<file path="config.mk">
export PLATFORM = sky130hd
export DESIGN_NAME = beat_clock_multi_flat
export DESIGN_NICKNAME = d
export VERILOG_FILES = /design/src/rtl/beat_clock_multi_if.sv /design/src/rtl/beat_clock_multi.sv /design/src/flat_wrapper.sv
export SDC_FILE = /design/constraint.sdc
export NUM_CORES = 1
export LEC_CHECK = 0
export BUFFER_PORTS_ARGS = -buffer_cell sky130_fd_sc_hd__buf_2
export CAP_MARGIN = 20
export CORE_UTILIZATION = 58
export CTS_CLUSTER_DIAMETER = 120
export CTS_CLUSTER_SIZE = 8
export DETAILED_ROUTE_END_ITERATION = 8
export MAX_ROUTING_LAYER = met4
export PLACE_DENSITY = 0.8
export SLEW_MARGIN = 40
export SYNTH_ARGS = -nofsm -noshare
export SYNTH_HDL_FRONTEND = slang
export SYNTH_SLANG_ARGS = --single-unit
</file>
<file path="constraint.sdc">
create_clock -name clk -period 3.3 [get_ports clk]
set_input_delay 0.495 -clock clk [delete_from_list [all_inputs] [get_ports clk]]
set_output_delay 0.495 -clock clk [all_outputs]
set_load 0.01 [all_outputs]
</file>
<file path="src/rtl/beat_clock_multi_if.sv">
// beat_clock_multi_if: board-side bundle for the multi-player beat-the-clock game.
// Ports (master = board/decoder side, slave = game core):
//   start       level request to begin a game (master -> slave)
//   player_in   player p's switches at [p*WIDTH +: WIDTH] (master -> slave)
//   target      value the active player must match (slave -> master)
//   timers      player p's seconds left at [p*TW +: TW] (slave -> master)
//   active      index of the player whose clock runs (slave -> master)
//   alive       bit p set while player p is still in the game (slave -> master)
//   running     game in progress (slave -> master)
//   game_over   game finished, winner valid (slave -> master)
//   winner      index of the last survivor (slave -> master)
//   match_pulse one-cycle strobe per accepted match (slave -> master)
interface beat_clock_multi_if #(
    parameter int NUM_PLAYERS = 2,
    parameter int WIDTH = 5,
    parameter int START_SECONDS = 30
);
    localparam int TW = $clog2(START_SECONDS + 1);
    localparam int PW = NUM_PLAYERS > 2 ? $clog2(NUM_PLAYERS) : 1;
    logic start;
    logic [NUM_PLAYERS*WIDTH-1:0] player_in;
    logic [WIDTH-1:0] target;
    logic [NUM_PLAYERS*TW-1:0] timers;
    logic [PW-1:0] active;
    logic [NUM_PLAYERS-1:0] alive;
    logic running;
    logic game_over;
    logic [PW-1:0] winner;
    logic match_pulse;
    modport master (
        output start, player_in,
        input target, timers, active, alive, running, game_over, winner, match_pulse
    );
    modport slave (
        input start, player_in,
        output target, timers, active, alive, running, game_over, winner, match_pulse
    );
endinterface

</file>
<file path="src/rtl/beat_clock_multi.sv">
// beat_clock_multi: N-player binary-match countdown game core; raw binary state out.
// Ports:
//   clk    system clock
//   reset  synchronous active-high, clears all state
//   bus    beat_clock_multi_if.slave (start, player_in in; target, timers, active,
//          alive, running, game_over, winner, match_pulse out)
// Optional feature: define BEAT_CLOCK_BONUS_EN to add BONUS_SECONDS (saturating at
// START_SECONDS) to the outgoing player's timer on every accepted match.
module beat_clock_multi #(
    parameter int NUM_PLAYERS = 2,
    parameter int WIDTH = 5,
    parameter int START_SECONDS = 30,
    parameter int TICK_DIV = 50000000,
    parameter logic [15:0] LFSR_SEED = 16'hACE1,
    parameter int BONUS_SECONDS = 2
) (
    input logic clk,
    input logic reset,
    beat_clock_multi_if.slave bus
);
    localparam int TW = $clog2(START_SECONDS + 1);
    localparam int PW = NUM_PLAYERS > 2 ? $clog2(NUM_PLAYERS) : 1;
    localparam int CW = TICK_DIV > 1 ? $clog2(TICK_DIV) : 1;
`ifdef BEAT_CLOCK_BONUS_EN
    localparam int BONUS = BONUS_SECONDS;
`else
    // A zero bonus makes the saturating add below an identity.
    localparam int BONUS = 0 * BONUS_SECONDS;
`endif
    typedef enum logic [1:0] {IDLE, RUN, OVER} state_t;
    state_t state, state_nx;
    logic [15:0] lfsr;
    logic [CW-1:0] cnt;
    logic [NUM_PLAYERS*TW-1:0] timers;
    logic [NUM_PLAYERS-1:0] alive;
    logic [PW-1:0] active, winner, succ;
    logic [WIDTH-1:0] target, fresh;
    logic [TW-1:0] cur_t, boosted;
    logic match_pulse, tick, match, expire, last;
    assign tick = state == RUN && cnt == CW'(TICK_DIV - 1);
    assign cur_t = timers[active*TW +: TW];
    assign match = state == RUN && bus.player_in[active*WIDTH +: WIDTH] == target;
    assign expire = tick && !match && cur_t == TW'(1);
    assign last = expire && $countones(alive) == 2;
    // Inverting the LSB on a repeat guarantees a held input never matches twice.
    assign fresh = lfsr[WIDTH-1:0] ^ WIDTH'(lfsr[WIDTH-1:0] == target);
    assign boosted = (int'(cur_t) + BONUS >= START_SECONDS) ? TW'(START_SECONDS) : cur_t + TW'(BONUS);
    // Nearest surviving player after the active one, wrapping around.
    always_comb begin
        succ = active;
        for (int k = NUM_PLAYERS - 1; k >= 1; k--)
            if (alive[(int'(active) + k) % NUM_PLAYERS]) succ = PW'((int'(active) + k) % NUM_PLAYERS);
    end
    always_ff @(posedge clk)
        if (reset) state <= IDLE;
        else state <= state_nx;
    always_comb
        state_nx = state == IDLE ? (bus.start ? RUN : IDLE) : state == RUN ? (last ? OVER : RUN) : OVER;
    always_comb begin
        bus.running = state == RUN;
        bus.game_over = state == OVER;
    end
    always_ff @(posedge clk)
        if (reset) lfsr <= LFSR_SEED;
        else lfsr <= {lfsr[14:0], lfsr[15] ^ lfsr[13] ^ lfsr[12] ^ lfsr[10]};
    always_ff @(posedge clk) begin
        if (reset) begin
            timers <= {NUM_PLAYERS{TW'(START_SECONDS)}};
            alive <= '1;
            active <= '0;
            winner <= '0;
            target <= LFSR_SEED[WIDTH-1:0];
            match_pulse <= 1'b0;
            cnt <= '0;
        end else begin
            match_pulse <= match;
            if (state == IDLE && bus.start) begin
                active <= '0;
                cnt <= '0;
                target <= lfsr[WIDTH-1:0];
            end else if (state == RUN) begin
                cnt <= tick ? '0 : cnt + 1'b1;
                // A match on a tick cycle swallows that tick.
                if (match) begin
                    active <= succ;
                    target <= fresh;
                    timers[active*TW +: TW] <= boosted;
                end else if (tick) begin
                    timers[active*TW +: TW] <= cur_t - TW'(cur_t != '0);
                    if (expire) begin
                        alive[active] <= 1'b0;
                        if (last) winner <= succ;
                        else begin
                            active <= succ;
                            target <= fresh;
                        end
                    end
                end
            end
        end
    end
    assign bus.target = target;
    assign bus.timers = timers;
    assign bus.active = active;
    assign bus.alive = alive;
    assign bus.winner = winner;
    assign bus.match_pulse = match_pulse;
endmodule

</file>
<file path="src/flat_wrapper.sv">
// flat-port wrapper written by rule: the top's interface ports become plain ports
module beat_clock_multi_flat 
#(
    parameter int NUM_PLAYERS = 2,
    parameter int WIDTH = 5,
    parameter int START_SECONDS = 30,
    parameter int TICK_DIV = 50000000,
    parameter logic [15:0] LFSR_SEED = 16'hACE1,
    parameter int BONUS_SECONDS = 2
)
  (clk, reset, bus_start, bus_player_in, bus_target, bus_timers, bus_active, bus_alive, bus_running, bus_game_over, bus_winner, bus_match_pulse);
  beat_clock_multi_if #(.NUM_PLAYERS(NUM_PLAYERS), .WIDTH(WIDTH), .START_SECONDS(START_SECONDS)) bus_i ();
  input logic clk;
  input logic reset;
  input wire logic [$bits(bus_i.start)-1:0] bus_start;
  input wire logic [$bits(bus_i.player_in)-1:0] bus_player_in;
  output wire logic [$bits(bus_i.target)-1:0] bus_target;
  output wire logic [$bits(bus_i.timers)-1:0] bus_timers;
  output wire logic [$bits(bus_i.active)-1:0] bus_active;
  output wire logic [$bits(bus_i.alive)-1:0] bus_alive;
  output wire logic [$bits(bus_i.running)-1:0] bus_running;
  output wire logic [$bits(bus_i.game_over)-1:0] bus_game_over;
  output wire logic [$bits(bus_i.winner)-1:0] bus_winner;
  output wire logic [$bits(bus_i.match_pulse)-1:0] bus_match_pulse;
  assign bus_i.start = bus_start;
  assign bus_i.player_in = bus_player_in;
  assign bus_target = bus_i.target;
  assign bus_timers = bus_i.timers;
  assign bus_active = bus_i.active;
  assign bus_alive = bus_i.alive;
  assign bus_running = bus_i.running;
  assign bus_game_over = bus_i.game_over;
  assign bus_winner = bus_i.winner;
  assign bus_match_pulse = bus_i.match_pulse;
  beat_clock_multi #(.NUM_PLAYERS(NUM_PLAYERS), .WIDTH(WIDTH), .START_SECONDS(START_SECONDS), .TICK_DIV(TICK_DIV), .LFSR_SEED(LFSR_SEED), .BONUS_SECONDS(BONUS_SECONDS)) u_core (.clk(clk), .reset(reset), .bus(bus_i));
endmodule
</file>
==> flow_summary.toml <==
[floorplan]
core-area_um2 = 4850
initial_core_util_pct = 62.0
die-width_um = 74.0
dieArea_um2 = 5470
boundaryPins = 35
die_y_um = 74.0
rows = 25

[sta]
hold_viol = 0
fmaxAchievable_mhz = 367
rsz0062_at_grt = "no"
finalClockSkew_ps = 9.26
setup_slack_ps = 579
whs_ps = 416
fin_crit_sh_pct = 82.5
fin_tns_setup_ps = 0
tightest_slew_ps = 773
layout_min_cycle_time_ps = 2720
maxSlewHeadroom_pct = 48.4
setup_viol = 0
final_max_slew_viol_count = 0

[logic_synthesis]
synth-simple-area-share_pct = 27.5
ys_seq_area_share_pct = 42.6
syn-cell-area_um2 = 3010
ys_seq_elements = 64
synth_top_family_by_area = "simple AND/OR/NAND/NOR gates"
synth_area_per_cell_um2 = 9.00
synthesis.nets = 350
yosys_warnings = 0
yosys.area_share.adder_pct = 1.25
synth_xor_xnor_area_share_pct = 10.2
ys_types = 48
synth_compound_area_share_pct = 10.1
syn_inst = 334
synth_edf_count = 0
ys.flop_type = "dfxtp_1"
synthArstFlopShare_pct = 0
synth_mux_area_share_pct = 5.12

[routing]
viasPerCell = 5.58
num_vias = 2455
ant_nets = 0
first_iter_violations = 191
drtPass1Iterations = 4
wire_per_inst_um = 13.8
wl_mm = 6.09
drc_errors = 0

[place]
dp.cells = 424
place_congestion = 0.907
dp_hpwl_mm = 4.32
pre_cts_ws_ps = 616
port_buffers = 34

[clock_network]
clockBufferDepth = 2
cts_tree = "done"
cts_buffers = 9
cts.sinks = 64
cts_resized = 0
insertion_delay_ps = 340
cts_setup_buffers = 0
cts_hold_buf = 0
root_buffer = "clkbuf_8"
h-tree-depth = 3
clk_pin_slew_ps = 70

[worst_setup_path]
rr_endpoint = "u_core.bus.timers[9]"
worstPathCellList = "buf_4 -> mux2i_1 -> nand2_1 -> ha_1 -> ha_1 -> a21boi_0 -> xor2_1 -> nor2_1 -> mux2i_1"
crit_type = "register to register"
critPathTopFamily = "flip-flops"
crit_path_start_kind = "register"
cp_num_buf_inv = 1
r2r_cells = 9
crit_path_end_kind = "register"
worstSetupStartpoint = "u_core.bus.active"
critPathMaxFanout = 15
reg2reg_setup_slack_ps = 580
rr_startpoint = "u_core.bus.active"
critPathRequiredTime_ps = 3510
cpPeakStageDelay_ps = 740
worstPathArrival_ps = 2930
cpMaxStageDelayCell = "dfxtp_1"

[run]
maxCapViolations = 0

[global_route]
grt_max_degree = 46
grt_overflow_total = 0
antenna_found_initial = 0
grt_pass1_wl_mm = 10.1
grt.total_usage_pct = 25.0
grt_pass1_vias = 2173

[power]
finalPower_mw = 1.52
leakage_nw = 1.25
peakVddDrop_mv = 0.263
p_per_area_nw_per_um2 = 446

[layout]
stdcell_count = 440
drive_gt1_share_pct = 18.2
fill_cells = 393
num-nets-final = 384
diodes = 0
area_growth_pct = 13.0
final_common_cell = "dfxtp_1"
most-common-layout-cells = "64 x dfxtp_1, 45 x nor2_1, 34 x buf_2"

[status]
status = "completed"

[worst_hold_path]
min_from = "u_core.lfsr[6]"
whs_path_depth = 1
hp-class = "register to register"
hold-path-endpoint = "u_core.lfsr[7]"
[worst max-delay path by stage]
stage | endpoint | slack (ps) | cells past startpoint
finish | u_core.bus.timers[9] | 580 | 9
global route | u_core.bus.timers[9] | 350 | 9
CTS | u_core.bus.winner | 590 | 6
detailed placement | u_core.bus.winner | 620 | 6
global placement | u_core.bus.timers[9] | 690 | 10
floorplan | u_core.bus.timers[2] | 930 | 9
[worst register-to-register path: stages, from the launching register on]
cell	delay (ps)
dfxtp_1	740
buf_4	300
mux2i_1	450
nand2_1	100
ha_1	240
ha_1	250
a21boi_0	150
xor2_1	150
nor2_1	130
mux2i_1	90
[layer usage]
metal | track usage, % | wire [um]
met2 | 34.8 | 2660
met1 | 34.1 | 3030
met3 | 6.50 | 311
met4 | 10.7 | 87
met5 | - | 0
[kinds of logic after synthesis]
group                      after synthesis
DFF                                     64
xor gates and xnor gates                35
muxes                                   15
adders and majority gates                3
and+or+nand+nor                        154
AOI/OAI and AO/OA                       42
buffers and inverters                   21
[power by group]
part           switching [mW]  total (mW)  leakage, nW  internal, mW
clock network           0.284       0.617       0.0927         0.334
registers              0.0147       0.807        0.521         0.792
logic                  0.0516      0.0916        0.632        0.0401
total                   0.350        1.52         1.25          1.17
[synthesized netlist by cell type (all sizes together), types with 7 or more instances]
cell type,n,area (um^2)
nand4,10,68.8
inv,8,30.0
nand2b,7,43.8
nor2b,10,62.6
or3,7,48.8
xnor2,18,158
mux2i,12,120
clkbuf,11,41.3
nand3,18,90.1
nand2,20,75.1
dfxtp,64,1280
a21oi,15,75.1
or2,9,56.3
xor2,17,149
nor2,45,169
[final cells by class]
cell class,count,area (um^2),area share [%]
Inverter,8,30.0,0.884
Multi-Input combinational cell,249,1630,48.0
Timing Repair Buffer,36,185,5.45
Clock buffer,14,173,5.08
Clock inverter,2,12.5,0.368
Sequential cell,64,1280,37.7
Tap cell,67,83.8,2.47
[metrics by stage]
stage / area [um^2] / utilization, %
2_1_floorplan: 3010 / -
3_3_place_gp: 3210 / 66.1
3_5_place_dp: 3210 / 66.2
4_1_cts: 3400 / 70.1
5_1_grt: 3400 / 70.1
6_report: 3400 / 70.1
[registers in the layout, indices dropped and copies added, names as in the netlist]
name,cells
u_core.bus.timers,10
u_core.bus.active,1
u_core.bus.alive,2
u_core.bus.target,5
u_core.bus.match_pulse,1
u_core.bus.winner,1
u_core.lfsr,16
u_core.cnt,26
u_core.state,2
Note: power is estimated with default switching activity, not from simulation.
